$ cat config.mk
export PLATFORM = sky130hd
export DESIGN_NAME = rede_float_out_collector
export DESIGN_NICKNAME = d
export VERILOG_FILES = /design/src/rtl/rede_float_out_collector.sv
export SDC_FILE = /design/constraint.sdc
export NUM_CORES = 1
export LEC_CHECK = 0
export ABC_CLOCK_PERIOD_IN_PS = 13000
export CORE_UTILIZATION = 67
export DETAILED_ROUTE_END_ITERATION = 7
export GPL_TIMING_DRIVEN = 1
export PLACE_DENSITY = 0.95
export SETUP_SLACK_MARGIN = 0.3
export SLEW_MARGIN = 20
export SYNTH_ARGS = -nofsm -noshare
export SYNTH_HDL_FRONTEND = slang
export SYNTH_SLANG_ARGS = --single-unit
$ cat constraint.sdc
create_clock -name clk -period 13 [get_ports clk]
set_input_delay 2.6 -clock clk [delete_from_list [all_inputs] [get_ports clk]]
set_output_delay 2.6 -clock clk [all_outputs]
set_load 0.005 [all_outputs]
$ cat src/rtl/rede_float_out_collector.sv
// rtl/rede_float_out_collector.sv - per-port output FIFOs drained round-robin onto one port-tagged stream
//
// Ports:
//   clk      in   clock, rising edge
//   rst      in   synchronous active-low reset
//   io_out   in   NBITS data word from the processor
//   out_en   in   NPORT per-port write strobes
//   m_data   out  NBITS head word of the granted port (0 when idle)
//   m_port   out  PBITS index of the granted port (0 when idle)
//   m_valid  out  a word is offered on m_data/m_port
//   m_ready  in   consumer accepts the offered word
//   ovf      out  NPORT sticky overflow flags
//   ovf_clr  in   clears all overflow flags
module rede_float_out_collector #(
  parameter int NBITS = 28,
  parameter int NPORT = 4,
  parameter int PBITS = 2,
  parameter int DEPTH = 8
) (
  input  logic             clk,
  input  logic             rst,
  input  logic [NBITS-1:0] io_out,
  input  logic [NPORT-1:0] out_en,
  output logic [NBITS-1:0] m_data,
  output logic [PBITS-1:0] m_port,
  output logic             m_valid,
  input  logic             m_ready,
  output logic [NPORT-1:0] ovf,
  input  logic             ovf_clr
);

  localparam int ABITS = $clog2(DEPTH);
  localparam int CBITS = ABITS + 1;

  logic [NBITS-1:0] mem_q  [NPORT][DEPTH];
  logic [ABITS-1:0] wptr_q [NPORT];
  logic [ABITS-1:0] rptr_q [NPORT];
  logic [CBITS-1:0] cnt_q  [NPORT];
  logic [CBITS-1:0] cnt_d  [NPORT];
  logic [PBITS-1:0] rr_q, rr_d;
  logic             lock_q, lock_d;
  logic [PBITS-1:0] lock_port_q, lock_port_d;
  logic [NPORT-1:0] ovf_q, ovf_d;

  logic             found;
  logic [PBITS-1:0] srch;
  logic [PBITS-1:0] gnt;
  logic             pop;
  logic [NPORT-1:0] pop_k;
  logic [NPORT-1:0] wr_k;
  logic [NPORT-1:0] ovf_set;

  // Round-robin search starting at rr_q. Depends only on registered state,
  // so no input reaches the outputs combinationally.
  always_comb begin
    found = 1'b0;
    srch  = '0;
    for (int i = 0; i < NPORT; i++) begin
      if (!found && cnt_q[PBITS'((int'(rr_q) + i) % NPORT)] != '0) begin
        found = 1'b1;
        srch  = PBITS'((int'(rr_q) + i) % NPORT);
      end
    end
  end

  // A locked grant keeps the offered word stable across a stall; the locked
  // FIFO cannot drain without a handshake, so it is still non-empty.
  always_comb begin
    gnt     = lock_q ? lock_port_q : srch;
    m_valid = lock_q | found;
    m_port  = m_valid ? gnt : '0;
    m_data  = m_valid ? mem_q[gnt][rptr_q[gnt]] : '0;
    ovf     = ovf_q;
  end

  always_comb begin
    pop         = m_valid & m_ready;
    lock_d      = m_valid & ~m_ready;
    lock_port_d = gnt;
    rr_d        = rr_q;
    if (pop) begin
      rr_d = (gnt == PBITS'(NPORT - 1)) ? '0 : gnt + 1'b1;
    end
    for (int k = 0; k < NPORT; k++) begin
      pop_k[k] = pop && (gnt == PBITS'(k));
      // A full FIFO popped this cycle frees its head slot, so the write lands.
      wr_k[k]    = out_en[k] && ((cnt_q[k] != CBITS'(DEPTH)) || pop_k[k]);
      ovf_set[k] = out_en[k] && (cnt_q[k] == CBITS'(DEPTH)) && !pop_k[k];
      cnt_d[k]   = cnt_q[k];
      if (wr_k[k] && !pop_k[k]) begin
        cnt_d[k] = cnt_q[k] + 1'b1;
      end else if (!wr_k[k] && pop_k[k]) begin
        cnt_d[k] = cnt_q[k] - 1'b1;
      end
    end
    // Set has priority over clear.
    ovf_d = (ovf_clr ? '0 : ovf_q) | ovf_set;
  end

  always_ff @(posedge clk) begin
    if (!rst) begin
      rr_q        <= '0;
      lock_q      <= 1'b0;
      lock_port_q <= '0;
      ovf_q       <= '0;
      for (int k = 0; k < NPORT; k++) begin
        wptr_q[k] <= '0;
        rptr_q[k] <= '0;
        cnt_q[k]  <= '0;
      end
    end else begin
      rr_q        <= rr_d;
      lock_q      <= lock_d;
      lock_port_q <= lock_port_d;
      ovf_q       <= ovf_d;
      for (int k = 0; k < NPORT; k++) begin
        cnt_q[k] <= cnt_d[k];
        if (wr_k[k]) begin
          wptr_q[k] <= wptr_q[k] + 1'b1;
        end
        if (pop_k[k]) begin
          rptr_q[k] <= rptr_q[k] + 1'b1;
        end
      end
    end
  end

  // Storage needs no reset; counts define which entries are meaningful.
  always_ff @(posedge clk) begin
    for (int k = 0; k < NPORT; k++) begin
      if (rst && wr_k[k]) begin
        mem_q[k][wptr_q[k]] <= io_out;
      end
    end
  end

endmodule

==> impl_results.md, run 1 <==
- Grt ovf: 0
- Post-synthesis xor/xnor area fraction: 0.00454
- Wirelength per Cell: 32.4 um
- # rows: 87
- Yosys cell types: 50
- Critical Path Sink Type: output pin
- Max Slew Vio Count: 0
- Tmin final: between 10000 and 15000 ps
- Simple-gate portion of the synthesized area: 0.0596
- CP endpoint: m_data[1]
- Htree depth: 3
- Synth Instances: about 2200
- DRC viols: 0
- Placed cell count: around 3000
- Setup ws final: just under 3000 ps
- Clock Skew: ~38 ps
- CTS clk-pin slew, worst paths: about 60 ps
- PwrDens: between 200 and 300 nW/um^2
- Port Buffers: 70
- Setup slack, reg-to-reg: about 6200 ps
- Ys Warns: 0
- Final setup fails: 0
- Clk_lat worst skew: 660 ps
- First drt pass iteration count: 5
- Cts hold-fix bufs: 0
- Worst hold slack: about 500 ps
- Final design utilization: 0.760
- RSZ-0062 raised after global routing: no
- Die height: roughly 240 um
- Die Width: 242 um
- Max cap viols: 0
- WS Path Type: flip-flop to output pin
- I/O pin total: about 70
- Vias in the first global route: 23000
- Final #Nets: 2383
- Drt via density: ~7.0
- Detailed Place HPWL: between 50000 and 60000 um
- CTS Sinks: roughly 950
- Core Box Area: around 57000 um^2
- P&R area growth vs syn: 11.6%
- Maximum vdd drop: 0.500 mV
- Setup TNS: 0 ps
- Sequential fraction of the synthesis area: 0.731
- Synth Cell Area: just under 40000 um^2
- Die ar.: between 50000 and 60000 um^2
- CP Data Required Time: 10400 ps
- Antenna violations before repair: 2
- Worst slew pin tran: about 1100 ps
- Pleak: 14.7 nW
- Register bit count reported by yosys: 947
- Crit path from: cnt_q[3][0]
- Final Wtd Congestion: approximately 0.84
- FMAX: approximately 0.10 GHz
- First-pass GRT wire length: roughly 150000 um
- Setup Fix Bufs, Post-CTS: 0
- Post-DRT Antenna Nets: 0
- Largest family of logic cells by synthesized area: multiplexers
- Starting Density: 0.681
- Adder-Cell Fraction of Synth Area: 0.00987
- CTS tree: built
- Worst EP arrival: roughly 7400 ps
- Largest net degree at the start of global routing: about 150
- Total CTS buffers: 91
- DR vias: 22100
- Non-filler instance count after layout: roughly 3100
- Slew Limit Headroom: 0.252
- Share of cells above drive strength 1: 0.135
- Setup Slack @ Placement: 3560 ps
- Status: finished clean
- R2r worst-path depth: 14
- Clock Path Buffers: 3
- Complex-gate fraction of the synthesized area: 0.0318
- GRT Total Usage: 0.350
- Syn nets: 2289
- Period utilization: 0.770
- Multiplexer share of the synthesized area: 0.141
- Final hold violations: 0
- CTS root buffer: clkbuf_16
- Routed WL: between 100000 and 150000 um
- R2r endpoint: mem_q[2][183]
- Post-cts resize count: 0
- CP startpoint kind: flip-flop
- Min-delay worst type: flip-flop to flip-flop
- Initial DRC count: approximately 3400
- Post-Syn Area per Cell: 17.3 um^2
- Reg2reg start: cnt_q[3][0]
- Crit-path max FO: 49
==> final cells by class <==
class	instances	area, um^2
Antenna cell	1	2.50
Fill cell	2734	13600
Inverter	19	73.8
Tap cell	756	946
Multi-Input combinational cell	1136	9750
Sequential cell	947	28200
Clock buffer	112	2410
Timing Repair Buffer	124	1140
Clock inverter	50	543
==> sequential cells by signal, indices dropped and copies added (netlist names), named ones only <==
name         count
ovf              4
lock_port_q      2
wptr_q          12
cnt_q           16
rptr_q          12
rr_q             2
lock_q           1
mem_q          896
==> layout by cell type (no fill, tap or decap), types with 9 or more instances in the layout <==
master,count
o21ai_0,9
o211ai_1,28
clkinv_1,15
nor3_2,12
and2_1,12
xnor2_1,20
bufinv_16,10
inv_1,17
a311o_1,28
mux2i_1,346
clkdlybuf4s50_1,67
nand2b_1,21
mux4_2,87
clkbuf_1,18
a22oi_1,28
a32oi_1,28
nand2_1,280
dfxtp_1,27
buf_4,50
a21boi_0,9
clkbuf_16,93
nor2_1,22
nand3_1,38
nor2_4,25
clkinv_2,17
and3_1,62
edfxtp_1,920
ha_1,24
==> worst max-delay path, stage by stage (launching register included) <==
cell	delay, ps
dfxtp_1	380
nor3_2	330
nand2b_1	140
mux4_2	540
or3_1	380
a31oi_2	330
and2_4	560
buf_16	320
buf_4	660
mux2i_1	220
mux2i_1	470
and2_1	790
buf_4	550
a22oi_1	210
and3_1	300
clkdlybuf4s50_1	510
==> kinds of logic after synthesis <==
kind of cell | count (synthesis)
mux | 433
fa+ha+maj | 28
buf+inv | 142
simple gates | 504
flops | 947
compound gates | 151
xor+xnor | 20
==> metrics by stage <==
step / power, mW / instance area, um^2
2_1_floorplan: 7.80 / 38600
3_3_place_gp: 9.29 / 40100
3_5_place_dp: 9.60 / 40100
4_1_cts: 12.4 / 43000
5_1_grt: 12.8 / 43000
6_report: 12.5 / 43000
==> power breakdown <==
part           internal (mW)  switching [mW]
logic                   2.68            3.60
clock network           1.52            1.14
registers               3.50          0.0844
==> worst min-delay path by stage <==
stage | start | to | slack, ps | depth (start not counted)
after global routing | ovf[2] | ovf[2] | 510 | 2
after global placement | ovf[3] | ovf[3] | 470 | 2
after floorplan | ovf[3] | ovf[3] | 470 | 2
final | ovf[0] | ovf[0] | 490 | 2
after detailed placement | ovf[2] | ovf[2] | 480 | 2
after CTS | ovf[0] | ovf[0] | 500 | 2
==> layer usage <==
layer	global-route usage	share of wire
met5	0	0.00013
met3	0.0816	0.14
met4	0.213	0.067
met1	0.430	0.31
met2	0.569	0.48
==> Yosys cell counts (all sizes together) <==
cell	n	area, um^2
o21ai	9	45.0
or2	4	25.0
nand4	5	31.3
nor4	4	25.0
ha	24	300
or3	5	31.3
a311o	28	280
fa	4	80.1
a32oi	28	245
and2	13	81.3
mux4	87	1960
a31oi	6	50.0
o211ai	28	210
a211oi	1	12.5
a21o	4	30.0
nor2	47	179
or4	1	7.51
inv	19	73.8
buf	86	674
a22oi	28	210
edfxtp	920	27600
clkbuf	37	139
a2111oi	1	8.76
nand2	280	1050
nand2b	21	131
xnor2	20	175
o21a	1	7.51
nand3	38	190
or3b	1	8.76
dfxtp	27	541
mux2i	346	3460
nor3	15	95.1
o41a	2	23.8
and3b	1	8.76
nor2b	7	43.8
and3	62	388
a41oi	1	8.76
a21oi	5	25.0
a21boi	9	67.6
No activity file was read; power rests on OpenSTA's default activity.
==> run 2, diff against run 1 <==
- ABC_CLOCK_PERIOD_IN_PS: 13000 -> 10200
- CORE_UTILIZATION: 67 -> 62
- PLACE_DENSITY: 0.95 -> 0.91
- clock period: 13 -> 10.2 ns (I/O delays scaled with it)
==> run 2 against run 1 <==
Net effect:
- the flow now finishes with violations (design-rule violations)
- global-route usage is 4.4 points lower
- final area up 0.23%
- clock power grew 24%
- sequential share of layout area decreased by 0.15 points
- sequential power is 27% higher
- worst setup slack got worse by 2100 ps
- first-iteration DRC count is 7.7% lower
- combinational power is 26% higher
- critical path depth is 2 lower
- clock-buffer cell count shrank 2
- hold slack better by 5.5 ps
- routed wire length down 5.8%
- critical path type unchanged
- largest power group unchanged
==> impl_results.md, run 2 (same netlist as run 1, synthesis figures left out) <==
- Port Buffers: 70 (unchanged)
- Initial DRC count: 3147 (was 3410)
- Setup ws final: 907 ps (was 2980 ps)
- CP startpoint kind: flip-flop (unchanged)
- Most common cell after layout, fill and taps aside: edfxtp_1 (unchanged)
- Max cap viols: 0 (unchanged)
- CTS tree: built (unchanged)
- Setup TNS: 0 ps (unchanged)
- FMAX: between 0.1 and 0.15 GHz
- First drt pass iteration count: 8 (was 5)
- Die ar.: 63200 um^2 (was 58500 um^2)
- RSZ-0062 raised after global routing: no (unchanged)
- Clk_lat worst skew: 650 ps (was 660 ps)
- Worst EP arrival: 7250 ps (was 7420 ps)
- Post-cts resize count: 0 (unchanged)
- Pleak: 14.7 nW (about the same)
- CTS clk-pin slew, worst paths: 60 ps (about the same)
- Design area: 43100 um^2 (was 43000 um^2)
- Share of cells above drive strength 1: 0.131 (was 0.135)
- Setup Slack @ Placement: 1750 ps (was 3560 ps)
- DP Area: 40200 um^2 (was 40100 um^2)
- Max reg flops: 896 (unchanged)
- PwrDens: 366 nW/um^2 (was 291 nW/um^2)
- Total CTS buffers: 87 (was 91)
- Clock Skew: 26.3 ps (was 37.7 ps)
- Crit-path max FO: 169 (was 49)
- Final Wtd Congestion: 0.821 (was 0.839)
- Setup Fix Bufs, Post-CTS: 0 (unchanged)
- Min-delay worst type: flip-flop to flip-flop (unchanged)
- CTS root buffer: clkbuf_16 (unchanged)
- # rows: 91 (was 87)
- Clock Path Buffers: 3 (unchanged)
- Period utilization: 0.911
- GRT Total Usage: 0.306 (was 0.350)
- Non-filler instance count after layout: 3227 (was 3145)
- Max Slew Vio Count: 0 (unchanged)
- Die height: 251 um (was 242 um)
- WS Path Type: flip-flop to output pin (unchanged)
- Final hold violations: 0 (unchanged)
- Wirelength per Cell: 29.7 um (was 32.4 um)
- Cts hold-fix bufs: 0 (unchanged)
- Worst slew pin tran: 1200 ps (was 1120 ps)
- Status: finished, violations left (was finished clean)
- Placed cell count: 3059 (was 2981)
- Vias in the first global route: 22300 (was 23000)
- Setup slack, reg-to-reg: 3820 ps (was 6230 ps)
- Detailed Place HPWL: 48500 um (was 51300 um)
- Core Box Area: 61600 um^2 (was 56600 um^2)
- P&R area growth vs syn: 11.9% (was 11.6%)
- Drt via density: 6.69 (was 7.03)
- Htree depth: 3 (unchanged)
- Post-DRT Antenna Nets: 0 (unchanged)
- Final setup fails: 0 (unchanged)
- Routed WL: 95900 um (was 102000 um)
- Critical Path Sink Type: output pin (unchanged)
- Failing checks: design-rule violations
- Most frequent cells in the layout: edfxtp_1, mux2i_1, nand2_1 (unchanged)
- First-pass GRT wire length: 139000 um (was 147000 um)
- Final Power: 15.8 mW (was 12.5 mW)
- Tmin final: slightly above 9000 ps
- Die Width: 251 um (was 242 um)
- I/O pin total: 71 (unchanged)
- Antenna violations before repair: 5 (was 2)
- CP Data Required Time: 8160 ps (was 10400 ps)
- Largest net degree at the start of global routing: 170 (was 147)
- Maximum vdd drop: 0.477 mV (was 0.500 mV)
- Worst hold slack: 496 ps (was 491 ps)
- CTS Sinks: 947 (unchanged)
- Slew Limit Headroom: 0.197 (was 0.252)
- DRC viols: 3 (was 0)
- Starting Density: 0.626 (was 0.681)
- DR vias: 21600 (was 22100)
- Final design utilization: 0.700 (was 0.760)
- Grt ovf: 0 (unchanged)
- Final #Nets: 2378 (was 2383)
[run 2: cell count changes in the layout (fill, tap and decap cells not counted), sizes merged]
cell	delta
buf	-4
bufinv	-1
clkbuf	-2
clkdlybuf4s50	+3
clkinv	+3
clkinvlp	-2
diode	+5
inv	-1
[run 2: worst paths after layout]
| check | endpoint | from | depth (start not counted) |
|---|---|---|---|
| setup reg to reg | cnt_q[1][3] | cnt_q[2][0] | 17 |
| hold / removal | ovf[1] | ovf[1] | 2 |
| hold reg to reg | ovf[1] | ovf[1] | 2 |
| setup / recovery | m_data[1] | cnt_q[2][0] | 13 |
[run 2: where the power goes]
part / internal [mW] / total (mW) / switching (mW) / leakage [nW]
Sequential: 4.47 / 4.57 / 0.105 / 8.57
Clock: 1.88 / 3.28 / 1.41 / 1.41
Combinational: 3.44 / 7.91 / 4.48 / 4.73
Total: 9.78 / 15.8 / 5.99 / 14.7
[run 2: per-layer routing]
layer  wire length, um  vias to the layer above  GRT usage
met4              5010                        0      0.162
met5                 0                        -          0
met1             32300                    10700      0.392
met3             12500                      341     0.0742
met2             46100                     1680      0.487
li1                  -                     8890          -
[run 2: final cells by class]
class | instances | area [um^2]
multi-input cells | 1136 | 9750
fillers | 3420 | 18500
clock inverters | 49 | 470
well taps | 837 | 1050
flip-flops and latches | 947 | 28200
inverters | 19 | 73.8
repair buffers | 123 | 1230
clock buffers | 110 | 2380
diodes | 6 | 15.0
[run 2: critical path, cell delays in order (launching register included)]
cell and delay, ps:
dfxtp_1 380, nor3_2 340, nand2b_1 140, mux4_2 520
or3_1 380, a31oi_2 270, and2_4 680, buf_12 770
buf_4 940, mux2i_1 270, mux4_2 540, a22oi_1 190
and3_1 330, clkdlybuf4s50_1 580
